## config.mk

```make
export PLATFORM = sky130hd
export DESIGN_NAME = fetch_prefetch_unit
export DESIGN_NICKNAME = d
export VERILOG_FILES = /design/src/rtl/fetch_prefetch_unit.sv
export SDC_FILE = /design/constraint.sdc
export NUM_CORES = 1
export LEC_CHECK = 0
export BUFFER_PORTS_ARGS = -buffer_cell sky130_fd_sc_hd__clkbuf_2
export CORE_ASPECT_RATIO = 0.75
export CORE_MARGIN = 3
export CORE_UTILIZATION = 59
export DETAILED_ROUTE_END_ITERATION = 6
export GPL_ROUTABILITY_DRIVEN = 0
export PLACE_DENSITY = 0.8
export SLEW_MARGIN = 20
export SYNTH_ARGS = -nofsm -noshare
export SYNTH_HDL_FRONTEND = slang
export SYNTH_SLANG_ARGS = --single-unit
```

## constraint.sdc

```tcl
create_clock -name clk -period 3.8 [get_ports clk]
set_clock_uncertainty 0.05 [all_clocks]
set_input_delay 0.38 -clock clk [delete_from_list [all_inputs] [get_ports clk]]
set_output_delay 0.38 -clock clk [all_outputs]
set_load 0.02 [all_outputs]
```

## src/rtl/fetch_prefetch_unit.sv

```systemverilog
// Sequential instruction fetch with a credit-limited req/gnt interface and a show-ahead
// prefetch queue; redirects flush the queue and drop responses that were already in flight.
module fetch_prefetch_unit #(
  parameter int unsigned     XLEN        = 32,
  parameter int unsigned     ILEN        = 32,
  parameter int unsigned     INSTR_BYTES = 4,
  parameter logic [XLEN-1:0] RESET_PC    = '0,
  parameter int unsigned     QDEPTH      = 4
) (
  input  logic            clk,
  input  logic            reset,
  input  logic            pc_update,
  input  logic [XLEN-1:0] pc_new,
  input  logic            halt,
  output logic            imem_req,
  output logic [XLEN-1:0] imem_addr,
  input  logic            imem_gnt,
  input  logic            imem_rvalid,
  input  logic [ILEN-1:0] imem_rdata,
  output logic            instr_valid,
  output logic [ILEN-1:0] instr,
  output logic [XLEN-1:0] instr_pc,
  input  logic            instr_ready,
  output logic [XLEN-1:0] pc
);

  localparam int unsigned     PtrW      = (QDEPTH > 1) ? $clog2(QDEPTH) : 1;
  localparam int unsigned     CntW      = $clog2(QDEPTH + 1);
  localparam logic [XLEN-1:0] AlignMask = ~XLEN'(INSTR_BYTES - 1);
  localparam logic [XLEN-1:0] PcStep    = XLEN'(INSTR_BYTES);

  typedef enum logic [1:0] {StBoot, StRun, StHalt} state_e;

  state_e            state_q;
  logic [XLEN-1:0]   pc_q;
  logic [XLEN-1:0]   tag_mem [QDEPTH];
  logic [PtrW-1:0]   tag_wr_q, tag_rd_q;
  logic [XLEN-1:0]   q_pc_mem [QDEPTH];
  logic [ILEN-1:0]   q_data_mem [QDEPTH];
  logic [PtrW-1:0]   q_wr_q, q_rd_q;
  logic [CntW-1:0]   q_cnt_q, out_cnt_q, discard_q;
  logic [CntW-1:0]   out_cnt_d;
  logic [CntW:0]     inflight;
  logic              issue, rsp, keep, pop;

  // Queue slots plus in-flight requests never exceed QDEPTH, so the queue cannot overflow.
  always_comb begin
    inflight  = {1'b0, q_cnt_q} + {1'b0, out_cnt_q};
    imem_req  = (state_q == StRun) && !pc_update && (inflight < (CntW + 1)'(QDEPTH));
    issue     = imem_req && imem_gnt;
    rsp       = imem_rvalid && (out_cnt_q != '0);
    keep      = rsp && (discard_q == '0) && !pc_update;
    pop       = instr_valid && instr_ready;
    out_cnt_d = out_cnt_q + CntW'(issue) - CntW'(rsp);
  end

  assign imem_addr   = pc_q;
  assign pc          = pc_q;
  assign instr_valid = (q_cnt_q != '0);
  assign instr       = q_data_mem[q_rd_q];
  assign instr_pc    = q_pc_mem[q_rd_q];

  always_ff @(posedge clk or negedge reset) begin
    if (!reset) begin
      state_q   <= StBoot;
      pc_q      <= RESET_PC;
      tag_wr_q  <= '0;
      tag_rd_q  <= '0;
      q_wr_q    <= '0;
      q_rd_q    <= '0;
      q_cnt_q   <= '0;
      out_cnt_q <= '0;
      discard_q <= '0;
      for (int unsigned i = 0; i < QDEPTH; i++) begin
        tag_mem[i]    <= '0;
        q_pc_mem[i]   <= '0;
        q_data_mem[i] <= '0;
      end
    end else begin
      case (state_q)
        StBoot:  state_q <= StRun;
        StRun:   if (halt) state_q <= StHalt;
        StHalt:  if (!halt) state_q <= StRun;
        default: state_q <= StBoot;
      endcase

      if (pc_update) begin
        pc_q <= pc_new & AlignMask;
      end else if (issue) begin
        pc_q <= pc_q + PcStep;
      end

      if (issue) begin
        tag_mem[tag_wr_q] <= pc_q;
        tag_wr_q          <= tag_wr_q + PtrW'(1);
      end
      if (rsp) begin
        tag_rd_q <= tag_rd_q + PtrW'(1);
      end
      out_cnt_q <= out_cnt_d;

      // Everything still in flight after a redirect belongs to the old path.
      if (pc_update) begin
        discard_q <= out_cnt_d;
      end else if (rsp && (discard_q != '0)) begin
        discard_q <= discard_q - CntW'(1);
      end

      if (keep) begin
        q_pc_mem[q_wr_q]   <= tag_mem[tag_rd_q];
        q_data_mem[q_wr_q] <= imem_rdata;
        q_wr_q             <= q_wr_q + PtrW'(1);
      end
      if (pc_update) begin
        q_rd_q  <= q_wr_q;
        q_cnt_q <= '0;
      end else begin
        if (pop) q_rd_q <= q_rd_q + PtrW'(1);
        q_cnt_q <= q_cnt_q + CntW'(keep) - CntW'(pop);
      end
    end
  end

endmodule

```

# Word level (Yosys, flattened, before mapping)
# Cells that the tools add are included.
[word_totals]
inputBits = 71
out_inout_bits = 130
register_bits = 435
elab_cells = 93
[op_classes]
eq_ne = 4
mux = 26
addsub = 11
magnitude_cmp = 7
n_reduce_logical = 20
n_bitwise = 4
[op_table]
columns = ["op", "n"]
rows = [
  ["bitwise mux 128 bit", 3],
  ["2-to-1 mux 32 bit", 10],
  ["binary-select mux 32 bit (select 2 bit)", 3],
  ["demux 32 bit (select 2 bit)", 2],
  ["adder 32 x 3 -> 32 bit, second input constant", 1],
  [">= comparator 3 bit, second input constant", 4],
  ["inverter 2 -> 3 bit", 4],
  ["logical AND 1 bit", 10],
  ["2-to-1 mux 3 bit", 3],
  ["nonzero test 3 bit", 3],
  ["adder 2 x 1 -> 2 bit, second input constant", 4],
  ["2-to-1 mux 2 bit", 4],
  ["adder 3 x 1 -> 3 bit", 2],
  ["less-than comparator 3 x 1 -> 1 bit, second input constant", 2],
  ["case mux 2 bit (3 select lines)", 1],
  ["nonzero test 2 bit", 3],
  ["subtractor 3 x 1 -> 3 bit", 2],
  ["adder 3 x 3 -> 4 bit", 1],
  ["less-than comparator 4 x 3 -> 1 bit, second input constant", 1],
  ["inequality test 2 bit, second input constant", 2],
  ["zero test 3 bit", 1],
  ["subtractor 3 x 1 -> 3 bit, second input constant", 1],
  ["== test 2 x 1 -> 1 bit, second input constant", 1],
  ["== test 2 bit, second input constant", 1],
  ["3 further kinds", 3],
]

# Depth between registers and ports, before layout
[logic_depth]
word_depth = 7
depth_mapped = 14
mapped_depth_nobuf = 11

# Worst setup path before layout
# OpenSTA, ideal clock, no wires.
[synth_timing]
path_type = "reg2reg"
from = "reg q_cnt_q[2]"
to = "reg discard_q[2]"
path_slack_ns = 0.916
t_required_ns = 3.614
setup_ns = 0.136
path_buffers = 3
period_less_slack_ns = 2.884
arrival_time_ns = 2.698
path_stages_with_launch = 15
cell_sequence = "dfrtp_1 > ha_1 > nor4b_2 > and4_1 > buf_2 > inv_2 > buf_2 > buf_2 > ha_1 > inv_1 > ha_1 > fa_1 > xnor2_1 > nand2_1 > o21ai_0"
[synth_via]
elab_chain_cells = 7
[synth_lines]
columns = ["item", "line", "rtl"]
rows = [
  ["start: declaration", "41", "logic [CntW-1:0] q_cnt_q, out_cnt_q, discard_q;"],
  ["start signal: assignment", "119", "q_cnt_q <= q_cnt_q + CntW'(keep) - CntW'(pop);"],
  ["adder 3 x 3 -> 4 bit", "48", "inflight = {1'b0, q_cnt_q} + {1'b0, out_cnt_q};"],
  ["less-than comparator 4 x 3 -> 1 bit", "49", "imem_req = (state_q == StRun) && !pc_update && (inflight < (CntW + 1)'(QDEPTH));"],
  ["logical AND 1 bit", "49", ""],
  ["logical AND 1 bit", "50", "issue = imem_req && imem_gnt;"],
  ["adder 3 x 1 -> 3 bit", "54", "out_cnt_d = out_cnt_q + CntW'(issue) - CntW'(rsp);"],
  ["subtractor 3 x 1 -> 3 bit", "54", ""],
  ["via out_cnt_d[2]", "42", "logic [CntW-1:0] out_cnt_d;"],
  ["2-to-1 mux 3 bit", "103", "if (pc_update) begin"],
  ["end signal: assignment", "104", "discard_q <= out_cnt_d;"],
  ["end signal: assignment", "106", "discard_q <= discard_q - CntW'(1);"],
  ["end: declaration", "41", ""],
]
# The timed path passes the listed nets, and every way through them passes these cells.
# A chain may end at the register's enable or synchronous reset.

# Final worst setup path
[layout_timing]
from = "reg out_cnt_q[2]"
to = "reg discard_q[2]"
[layout_via]
elab_chain_cells = 7
elab_cells_between_ends = 11
classes_between = "3 x add/sub; 1 x order compare; 1 x mux; 6 x reduce/logical"
[layout_lines]
columns = ["item", "line", "rtl"]
rows = [
  ["start: declaration", "41", ""],
  ["start signal: assignment", "100", "out_cnt_q <= out_cnt_d;"],
  ["adder 3 x 3 -> 4 bit", "48", ""],
  ["less-than comparator 4 x 3 -> 1 bit", "49", ""],
  ["logical AND 1 bit", "49", ""],
  ["logical AND 1 bit", "50", ""],
  ["adder 3 x 1 -> 3 bit", "54", ""],
  ["subtractor 3 x 1 -> 3 bit (*)", "54", ""],
  ["via out_cnt_d[2]", "42", ""],
  ["2-to-1 mux 3 bit (*)", "103", ""],
]
# Mark *: on every way through the listed nets, which the timed path passes. The rest lies on a longest branch.

==> results.cfg <==
[timing]
timing.hold.ws_ps = 29.5
finalSetupViolations = 0
fmax_mhz = 337
finalSetupTns_ps = 0
worstMarginPinSlew_ps = 881
rsz0062_at_grt = false
hold_viol_final = 0
slew_viol_final = 0
period_share_pct = 78.2
relSlewSlack_pct = 41.1
min_period_ps = 2970

[routing]
firstDrtPassIters = 5
vias = 11415
drc = 0
drt-total-wl_mm = 41.7
drtAntennaViolNets = 0
drt_iter0_drc = 737
routedWlPerCell_um = 22.4
vias_per_cell = 6.12

[synth]
synth_area_leaders = dfrtp_1, mux2_2, mux4_2
ys_types = 51
yosys_warnings = 0
syn_avg_cell_area_sq_um = 14.9
yosysMostFrequentCell = dfrtp_1
synthCells = 1281
synth_edf_count = 0
yosys.area.top_type = dfrtp_1
netlist_area_sq_mm = 0.0191
synth_ff_type = dfrtp_1
ys_top_cells_by_count = dfrtp_1, mux2_2, mux4_2, buf_4, nand2_1
ys_seq_area_share_pct = 54.8
synth_async_sr_flop_share_pct = 100
synth_top_cell_area_share_pct = 54.8
synth_seq_cells = 417

[worst_setup_path]
critPathKind = register to register
arrival_ps = 3380
endpoint_kind = register
required_ps = 4210
cp_max_fo = 12
critPathLaunchType = register

[finish]
design_area_sq_mm = 0.0215
antenna_cells = 0
areaGrowthSynthToFinish_pct = 13.0
nets = 1522
drive_gt1_share_pct = 49.9
fillers = 2162

[global_route]
first_global_vias = 12122
antenna_found_initial = 0
grt-ovfl-total = 0
grt_max_degree = 100
track_usage_pct = 24.8
grt_first_pass_wirelength_mm = 67.1

[power]
combPwrFrac_pct = 32.1
cellPowerDensity_mw_per_mm2 = 756
pwr-share-seq_pct = 44.1
p_int_mw = 10.9
p_sw_mw = 5.37
sw_frac_of_total_pct = 33.0
vdd_drop_max_uv = 360
leakage_nw = 10.6
p_clk_share_pct = 23.8

[clocking]
ctsResizeCount = 0
cts_sinks = 417
clkTransAtPathRegs_ps = 60
clk_latency_ps = 540
clock-root-buffer = clkbuf_16
clockBufferDepth = 3
cts_tree = done
h-tree-depth = 2
cts_buffers = 40

[run_status]
outcome = finished clean

[placement]
postPlaceCellArea_sq_mm = 0.0202
port-buffer-count = 192
hpwl_mm = 26.9

[floorplan]
start_util_pct = 60.4
dieArea_sq_mm = 0.0345
rows = 56
core_sq_mm = 0.0315
die_w_um = 214
io_pins = 201
die_y_um = 162

[hold_path]
holdCritPathClass = primary input to register

[run]
maxCapViolCount = 0
-- power groups by stage --
stage / sequential (mW) / combinational (mW) / clock (mW)
floorplan: 6.62 / 4.20 / 0
global placement: 7.11 / 5.07 / 0
detailed placement: 7.23 / 5.26 / 0
CTS: 7.18 / 5.30 / 3.97
global route: 7.39 / 5.64 / 4.15
finish: 7.18 / 5.23 / 3.87
-- timing repair --
item                                   4_1_cts  5_1_grt
buffers inserted                             0        0
hold buffers                                 9        0
endpoints found under the hold margin      100        0
-- state kept, by name, summed over array words and instances (netlist names) --
| name | count |
|---|---|
| q_rd_q | 2 |
| q_pc_mem | 120 |
| tag_rd_q | 2 |
| discard_q | 3 |
| q_cnt_q | 3 |
| state_q | 2 |
| out_cnt_q | 3 |
| q_wr_q | 2 |
| q_data_mem | 128 |
| tag_wr_q | 2 |
| imem_addr | 30 |
| tag_mem | 120 |
-- through the flow --
stage                     utilization (%)  total power, mW  worst slack (ps)  std cells
after floorplan                         -             10.8               916       1286
after global placement               64.0             12.2               913       1787
after detailed placement             64.0             12.5               841       1787
after CTS                            68.3             16.4               793       1865
after global routing                 68.3             17.2               682       1865
final                                68.3             16.3               829       1865
-- worst paths after layout --
kind                                    startpoint  depth (start not counted)                         end  slack [ps]
max                         out_cnt_q[2]$_DFF_PN0_                         11    discard_q[2]$_DFFE_PN0P_         830
min                                      pc_new[9]                          3    imem_addr[9]$_DFFE_PN0N_          30
max reg2reg                 out_cnt_q[2]$_DFF_PN0_                         11    discard_q[2]$_DFFE_PN0P_         830
min reg2reg                tag_mem[19]$_DFFE_PN0P_                          2     tag_mem[19]$_DFFE_PN0P_         430
max in group asynchronous                    reset                          3   imem_addr[24]$_DFFE_PN0N_        2260
min in group asynchronous                    reset                          2  q_data_mem[96]$_DFFE_PN0P_         420
-- layer usage --
| layer | routed length (um) | vias up | track usage (%) |
|---|---|---|---|
| li1 | - | 5004 | - |
| met1 | 18600 | 6015 | 35.2 |
| met2 | 20000 | 337 | 40.7 |
| met3 | 2420 | 59 | 4.43 |
| met4 | 662 | 0 | 5.22 |
| met5 | 0 | - | 0 |
-- final cells by class --
class / instances / area, sq um / share of cell area [%]
sequential: 417 / 10400 / 48.5
multi-input combinational: 727 / 7860 / 36.5
timing repair buffer: 225 / 1370 / 6.35
clock buffer: 57 / 1180 / 5.46
tap: 406 / 508 / 2.36
clock inverter: 12 / 92.6 / 0.430
inverter: 21 / 78.8 / 0.366
-- critical path, cell delays in order, from the launching register on --
cell     delay, ps
dfrtp_1        420
ha_1           300
nor4b_2        240
and4_1         550
inv_2           70
ha_1           290
inv_1           40
ha_1           180
fa_1           380
xnor2_1        200
nand2_1         80
o21ai_0         90
-- cells in the final DEF, fill, tap and decap left out, types with 3 or more instances in the layout --
cell type / netlist / layout
o211ai_1: 6 / 6
clkbuf_8: 0 / 9
dfrtp_2: 0 / 3
nand3_1: 17 / 17
mux2_1: 19 / 19
conb_1: 1 / 6
clkinv_2: 0 / 9
a21oi_1: 11 / 11
clkbuf_16: 0 / 41
a21o_1: 4 / 4
dfrtp_1: 417 / 413
dlygate4sd3_1: 0 / 9
clkbuf_2: 1 / 191
buf_4: 61 / 14
and2_1: 3 / 3
xnor2_1: 8 / 8
nand2_1: 61 / 61
xor2_1: 4 / 4
a221o_1: 6 / 6
mux4_2: 92 / 92
nor2_1: 20 / 20
inv_1: 19 / 19
nor3_1: 3 / 3
clkbuf_1: 25 / 7
nand2_4: 0 / 4
o21ai_0: 45 / 45
nand3_2: 3 / 3
a31oi_1: 7 / 7
buf_12: 0 / 10
ha_1: 17 / 17
o311ai_0: 10 / 10
or4_1: 4 / 4
nor4_4: 3 / 3
mux2_2: 333 / 333
and3_1: 6 / 6
nand4_1: 10 / 10
-- cell families after synthesis --
kind of cell               synth area share [%]
buffers and inverters                      4.19
muxes                                      31.7
DFF                                        54.8
AOI/OAI and AO/OA                          3.22
xor gates and xnor gates                  0.552
adders and majority gates                  1.33
and+or+nand+nor                            4.20
other                                    0.0197
No activity file was read; power rests on OpenSTA's default activity.
